$ cat src/rtl/mips_pkg.sv
// ============================================================================
// Module      : mips_pkg
// Description : Shared widths, constants, opcodes and fetch entry type.
// Revision    : 1.0 - initial release
// ============================================================================
`default_nettype none

package mips_pkg;

    localparam int INST_W = 32;
    localparam int ADDR_W = 32;

    localparam logic [INST_W-1:0] NOP = 32'h0000_0000;

    typedef enum logic [5:0] {
        OP_RTYPE = 6'b000000,
        OP_BEQ   = 6'b000100,
        OP_LW    = 6'b100011,
        OP_SW    = 6'b101011
    } opcode_e;

    typedef struct packed {
        logic [ADDR_W-1:0] pc;
        logic [INST_W-1:0] inst;
    } fetch_entry_t;

    function automatic logic [ADDR_W-1:0] word_align(input logic [ADDR_W-1:0] addr);
        return addr & ~ADDR_W'(3);
    endfunction

endpackage

`default_nettype wire

$ cat src/rtl/fetch_queue.sv
// ============================================================================
// Module      : fetch_queue
// Description : Synchronous FIFO of {pc, inst} with push, pop, flush, count.
// Revision    : 1.0 - initial release
// ============================================================================
`default_nettype none

module fetch_queue
    import mips_pkg::*;
#(
    parameter int DEPTH = 2
) (
    input  logic                         clk,
    input  logic                         rst,
    input  logic                         push,
    input  fetch_entry_t                 wdata,
    input  logic                         pop,
    input  logic                         flush,
    output logic                         valid,
    output fetch_entry_t                 head,
    output logic [$clog2(DEPTH+1)-1:0]   count
);

    localparam int PTR_W = (DEPTH > 1) ? $clog2(DEPTH) : 1;

    fetch_entry_t           mem [DEPTH];
    logic [PTR_W-1:0]       wr_ptr;
    logic [PTR_W-1:0]       rd_ptr;
    logic                   do_push;
    logic                   do_pop;

    // Flush wins over a same-cycle push: that word belongs to the old path.
    assign do_push = push && !flush;
    assign do_pop  = pop && (count != '0);

    always_ff @(posedge clk or posedge rst) begin
        if (rst) begin
            for (int i = 0; i < DEPTH; i++) begin
                mem[i] <= '{pc: '0, inst: NOP};
            end
        end else if (do_push) begin
            mem[wr_ptr] <= wdata;
        end
    end

    always_ff @(posedge clk or posedge rst) begin
        if (rst) begin
            wr_ptr <= '0;
            rd_ptr <= '0;
            count  <= '0;
        end else if (flush) begin
            wr_ptr <= '0;
            rd_ptr <= '0;
            count  <= '0;
        end else begin
            if (do_push) begin
                wr_ptr <= wr_ptr + 1'b1;
            end
            if (do_pop) begin
                rd_ptr <= rd_ptr + 1'b1;
            end
            case ({do_push, do_pop})
                2'b10:   count <= count + 1'b1;
                2'b01:   count <= count - 1'b1;
                default: count <= count;
            endcase
        end
    end

    assign valid = (count != '0);
    assign head  = mem[rd_ptr];

endmodule

`default_nettype wire

$ cat src/rtl/inst_fetch_unit.sv
// ============================================================================
// Module      : inst_fetch_unit
// Description : PC, instruction memory issue/response tracking and redirect.
// Revision    : 1.0 - initial release
// ============================================================================
`default_nettype none

module inst_fetch_unit
    import mips_pkg::*;
#(
    parameter logic [ADDR_W-1:0] RESET_PC = 32'h0000_0000,
    parameter int                DEPTH    = 2
) (
    input  logic              clk,
    input  logic              rst,
    output logic              imem_req,
    output logic [ADDR_W-1:0] imem_addr,
    input  logic              imem_ready,
    input  logic              imem_rvalid,
    input  logic [INST_W-1:0] imem_rdata,
    output logic              inst_valid,
    input  logic              inst_ready,
    output logic [INST_W-1:0] inst,
    output logic [ADDR_W-1:0] inst_pc,
    input  logic              redirect_valid,
    input  logic [ADDR_W-1:0] redirect_pc
);

    localparam int CNT_W = $clog2(DEPTH + 1);

    logic [ADDR_W-1:0] pc_q;
    logic              inflight_q;
    logic [ADDR_W-1:0] inflight_pc_q;
    logic              squash_q;

    logic [CNT_W-1:0]  count;
    logic [CNT_W:0]    occupancy;
    logic              pop;
    logic              accept;
    logic              resp_live;
    logic              inflight_next;
    fetch_entry_t      push_entry;
    fetch_entry_t      head;

    assign pop       = inst_valid && inst_ready;
    assign occupancy = {1'b0, count} + (CNT_W+1)'(inflight_q);

    // Counting the outstanding read as occupied guarantees room for its return.
    assign imem_req  = !rst && !redirect_valid &&
                       ((occupancy < (CNT_W+1)'(DEPTH)) || pop);
    assign imem_addr = pc_q;
    assign accept    = imem_req && imem_ready;

    // Responses with nothing outstanding, or belonging to a squashed path, are dropped.
    assign resp_live     = imem_rvalid && inflight_q && !squash_q;
    assign inflight_next = accept ? 1'b1 : (imem_rvalid ? 1'b0 : inflight_q);
    assign push_entry    = '{pc: inflight_pc_q, inst: imem_rdata};

    always_ff @(posedge clk or posedge rst) begin
        if (rst) begin
            pc_q          <= RESET_PC;
            inflight_q    <= 1'b0;
            inflight_pc_q <= '0;
            squash_q      <= 1'b0;
        end else begin
            inflight_q <= inflight_next;
            if (redirect_valid) begin
                pc_q     <= word_align(redirect_pc);
                squash_q <= inflight_next;
            end else begin
                if (accept) begin
                    pc_q          <= pc_q + ADDR_W'(4);
                    inflight_pc_q <= pc_q;
                end
                if (imem_rvalid && squash_q) begin
                    squash_q <= 1'b0;
                end
            end
        end
    end

    fetch_queue #(
        .DEPTH (DEPTH)
    ) u_fetch_queue (
        .clk   (clk),
        .rst   (rst),
        .push  (resp_live),
        .wdata (push_entry),
        .pop   (pop),
        .flush (redirect_valid),
        .valid (inst_valid),
        .head  (head),
        .count (count)
    );

    assign inst    = head.inst;
    assign inst_pc = head.pc;

endmodule

`default_nettype wire

$ cat config.mk
export PLATFORM = sky130hd
export DESIGN_NAME = inst_fetch_unit
export DESIGN_NICKNAME = d
export VERILOG_FILES = /design/src/rtl/mips_pkg.sv /design/src/rtl/fetch_queue.sv /design/src/rtl/inst_fetch_unit.sv
export SDC_FILE = /design/constraint.sdc
export NUM_CORES = 1
export LEC_CHECK = 0
export ABC_AREA = 1
export BUFFER_PORTS_ARGS = -buffer_cell sky130_fd_sc_hd__buf_2
export CORE_MARGIN = 2
export CORE_UTILIZATION = 50
export CTS_CLUSTER_DIAMETER = 100
export CTS_CLUSTER_SIZE = 28
export DETAILED_ROUTE_END_ITERATION = 7
export PLACE_DENSITY = 0.79
export SLEW_MARGIN = 20
export SYNTH_ARGS = -nofsm -noshare
export SYNTH_HDL_FRONTEND = slang
export SYNTH_SLANG_ARGS = --single-unit
$ cat constraint.sdc
create_clock -name clk -period 7.8 [get_ports clk]
set_input_delay 2.34 -clock clk [delete_from_list [all_inputs] [get_ports clk]]
set_output_delay 2.34 -clock clk [all_outputs]
set_load 0.005 [all_outputs]
======== After elaboration in Yosys (flattened, before gate mapping) ========
Cells that the tools add are included.
word-level totals
  bits in registers ....................... 198
  bits of input ports ..................... 70
  output and inout bits ................... 98
  word-level logic and storage cells ...... 65
operators by class
  add/sub/neg operators ................... 6
  order comparisons ....................... 4
  equal/unequal tests ..................... 2
  multiplexer cells ....................... 18
  bitwise operators ....................... 3
  reductions and logical operators ........ 21
operators with widths
  cell                     count
  $mux W64                 4
  $bwmux W128              1
  $demux W64 S1            1
  $mux W32                 2
  $add A32 B3 Y32 const B  1
  $logic_and A1 B1 Y1      10
  $reduce_bool A2 Y1       5
  $mux W1                  8
  $ge A2 B2 Y1 const B     2
  $not A1 Y2               2
  $pmux W2 S2              1
  $add A2 B1 Y3            1
  $logic_not A1 Y1         3
  $lt A3 B2 Y1 const B     1
  $reduce_bool A3 Y1       1
  $add A1 B1 Y1 const B    2
  $add A2 B1 Y2 const B    1
  $eq A2 B1 Y1 const B     1
  $eq A2 B2 Y1 const B     1
  $lt A2 B1 Y1 const B     1
  $mux W2                  1
  $reduce_and A2 Y1        1
  $sub A2 B1 Y2 const B    1
  $logic_or A1 B1 Y1       1
  $not A1 Y1               1

======== Logic depth before layout (Yosys ltp) ========
  depth after elaboration ................. 7
  mapped depth ............................ 9
  mapped depth without buffers ............ 9

======== Cells and area by module ========
A second synthesis with hierarchy kept.
unflattened totals
  cell total of the unflattened synthesis .. 1,217
  area, all modules ....................... 9,227.6 sq um
by module, submodules not included
  module           times used  cells each  area each (sq um)  seq. area each (sq um)
  fetch_queue      1           715         5,701.7            3,303.2
  inst_fetch_unit  1           502         3,525.9            1,551.5

======== Least setup slack after synthesis ========
No wires, ideal clock.
  kind .................................... input -> output
  start ................................... in redirect_valid
  end ..................................... out imem_req
  arrival time ............................ 2.724 ns
  required time ........................... 5.460 ns
  path slack .............................. 2.736 ns
  stages on the path ...................... 4
  buffers on the path ..................... 1
  path through ............................ buf_4 nor2_2 nand2_1 inv_1
between the ends
  word-level cells in the longest chain between the ends .. 3
ends and longest elaborated chain
  what                              RTL line               text
  start: declaration                inst_fetch_unit.sv:25  input logic redirect_valid,
  $logic_not A1 Y1                  inst_fetch_unit.sv:49  assign imem_req = !rst && !redirect_valid &&
  $logic_and A1 B1 Y1 (2 in a row)  inst_fetch_unit.sv:49
  end: declaration                  inst_fetch_unit.sv:16  output logic imem_req,
Every way passes these cells.

======== Worst setup path in the final report ========
Same ends and word-level chain as after synthesis.

==> impl_metrics.env <==
export IMPL_post_cts_buffers=0
export IMPL_start_util_pct=51.4
export IMPL_gp_congestion=0.908
export IMPL_end_kind="primary output"
export IMPL_reg2reg_to="u_fetch_queue.mem[95]$_DFFE_PP0P_"
export IMPL_totalWireLength_um=20400
export IMPL_clk_pin_slew_ns=0.06
export IMPL_grtUsageTotal_pct=22.4
export IMPL_r2r_start="inflight_q$_DFF_PP0_"
export IMPL_arrival_ns=3.07
export IMPL_crit_path_start_kind="input pin"
export IMPL_min_path_cells=2
export IMPL_gr_total_overflow=0
export IMPL_cp_common_cell="buf_2"
export IMPL_first_pass_iters=5
export IMPL_fin_cells=1545
export IMPL_ys_seq_area_share_pct=53.1
export IMPL_rsz0062_at_grt="no"
export IMPL_min_period_ns=5.41
export IMPL_critPathKind="in -> out"
export IMPL_portBuffers=161
export IMPL_yosysWarnings=0
export IMPL_setup_tns_ns=0
export IMPL_grt_pass1_wl_um=33300
export IMPL_via_per_inst=5.00
export IMPL_ff2ff_path_depth=7
export IMPL_place_inst=1514
export IMPL_drv_cap=0
export IMPL_synth_area_um2=8960
export IMPL_postSynthAreaPerCell_um2=7.60
export IMPL_pin_count=168
export IMPL_hold_violations=0
export IMPL_cts_sinks=190
export IMPL_diodes=0
export IMPL_worstPathCellList="buf_2 -> buf_4 -> nor2_2 -> nand2_1 -> inv_1 -> buf_2"
export IMPL_synthCells=1178
export IMPL_cts_max_level=4
export IMPL_core_rowCount=48
export IMPL_finalMaxSlewViolations=0
export IMPL_use_met2_pct=36.3
export IMPL_slowest_delay_ns=0.34
export IMPL_max_slew_margin_rel_pct=41.9
export IMPL_die_h_um=138
export IMPL_grt_pass1_vias=7074
export IMPL_syn2layout_area_growth_pct=16.0
export IMPL_run_status="completed"
export IMPL_grtUsageMet3_pct=4.82
export IMPL_ys_types=31
export IMPL_synth_flop_cell="dfrtp_1"
export IMPL_insertion_delay_ns=0.43
export IMPL_whs_endpoint="u_fetch_queue.mem[127]$_DFFE_PP0P_"
export IMPL_finalCritPeriodShare_pct=69.3
export IMPL_worst_pin_slew_ns=0.872
export IMPL_fmax_mhz=185
export IMPL_ir_drop_uv=151
export IMPL_vias=7720
export IMPL_core_area_um2=17400
export IMPL_nets=1379
export IMPL_cts_tree="yes"
export IMPL_hp_class="reg -> reg"
export IMPL_ctsResizeCount=0
export IMPL_grtUsageMet1_pct=30.4
export IMPL_synth_edff_count=0
export IMPL_cp_max_fo=35
export IMPL_drt_iter0_drc=478
export IMPL_reg2reg_slack_ns=5.57
export IMPL_ys_ff_latch=190
export IMPL_grt_max_degree=128
export IMPL_drive_gt1_share_pct=16.7
export IMPL_root_buffer="clkbuf_16"
export IMPL_critical_path_slowest_cell="buf_4"
export IMPL_cp_required_ns=5.46
export IMPL_antenna_found_initial=0
export IMPL_dieArea_um2=19000
export IMPL_power_density_nw_per_um2=292
export IMPL_ant_nets=0
export IMPL_wl_per_cell_um=13.2
export IMPL_die_w_um=138
export IMPL_p_leak_nw=5.61
export IMPL_post_route_drc_count=0
export IMPL_hpwlAfterDp_um=13200
export IMPL_clock_skew_ns=0.0104
export IMPL_top_usage_layer="met2"
export IMPL_setup_viol=0
export IMPL_hp_start="u_fetch_queue.mem[127]$_DFFE_PP0P_"
export IMPL_cts_path_max_buffers=2
export IMPL_synthArstFlopShare_pct=100
export IMPL_numCtsBuffers=17
export IMPL_ctsHoldBuffers=0
## logic make-up after synthesis
kind of cell	after synthesis	synth area share, %
simple gates	630	28.0
flops	190	53.1
buf+inv	180	8.62
compound gates	173	9.88
xor+xnor	3	0.293
fa+ha+maj	1	0.140
other cells	1	0.0419
## cell usage in the layout, fill, tap and decap left out, types with 3 or more instances in the layout
cell	synthesis	final
nand3_1	70	69
clkinv_4	0	5
o21ai_0	118	118
dfrtp_1	190	189
nor2_1	36	36
o211ai_1	3	3
inv_2	2	3
buf_2	17	161
nor2_2	5	5
clkbuf_16	0	17
nand2_1	507	507
clkbuf_8	0	3
nand2_2	3	3
conb_1	1	4
o21ai_1	47	47
buf_4	5	6
inv_1	117	115
o21ai_2	3	3
## how the worst max path moves through the flow
stage | from | end | slack (ns) | cells past startpoint
global route | redirect_valid | imem_req | 2.30 | 6
CTS | redirect_valid | imem_req | 2.37 | 6
detailed placement | redirect_valid | imem_req | 2.37 | 6
floorplan | rst | imem_addr[10]$_DFFE_PP0P_ | 0.29 | 1
global placement | redirect_valid | imem_req | 2.39 | 6
finish | redirect_valid | imem_req | 2.39 | 6
## flip-flops by register name, summed over array words and instances (netlist names)
register,count
u_fetch_queue.wr_ptr,1
u_fetch_queue.mem,124
imem_addr,30
inflight_q,1
squash_q,1
inflight_pc_q,30
u_fetch_queue.rd_ptr,1
u_fetch_queue.count,2
## through the flow
stage               setup WS (ns)  hold slack (ns)  utilization (%)  power, mW  area (um2)
finish                       2.39            0.481             59.7       3.04       10400
global route                 2.30            0.508             59.7       3.27       10400
CTS                          2.37            0.486             59.6       3.06       10400
detailed placement           2.37            0.470             56.3       2.22        9810
global placement             2.39            0.465             56.3       2.19        9810
floorplan                   0.290            0.453                -       1.88        8970
## area by class of cell
type,instances,area [um2]
Timing Repair Buffer,168,862
Sequential cell,190,4760
Clock buffer,21,470
Fill cell,1606,7020
Inverter,120,460
Multi-Input combinational cell,811,3460
Clock inverter,10,106
Tap cell,225,282
## per-layer routing
layer	routed length (um)	vias up
met1	9430	3544
met4	312	0
li1	-	3919
met5	0	-
met2	9410	233
met3	1220	24
## synthesized netlist by cell type (5+ instances only)
master    instances  share of area [%]
clkbuf_1         30                1.3
buf_4             5               0.42
o21ai_0         118                6.6
o21ai_1          47                2.6
nand2_1         507                 21
buf_2            17               0.95
inv_1           117                4.9
nor2_2            5               0.35
dfrtp_1         190                 53
nand3_1          70                3.9
buf_6             7               0.88
nor2_1           36                1.5
## report_power, final
| part | internal (mW) | switching [mW] |
|---|---|---|
| combinational | 0.325 | 0.475 |
| clock | 0.468 | 0.371 |
| sequential | 1.24 | 0.157 |
## worst max-delay path, delay by kind of cell
kind                   cells  cell delay [ns]
buffers and inverters      4             0.55
AND/OR/NAND/NOR            2             0.17
Power figures use the tool's default switching activity.
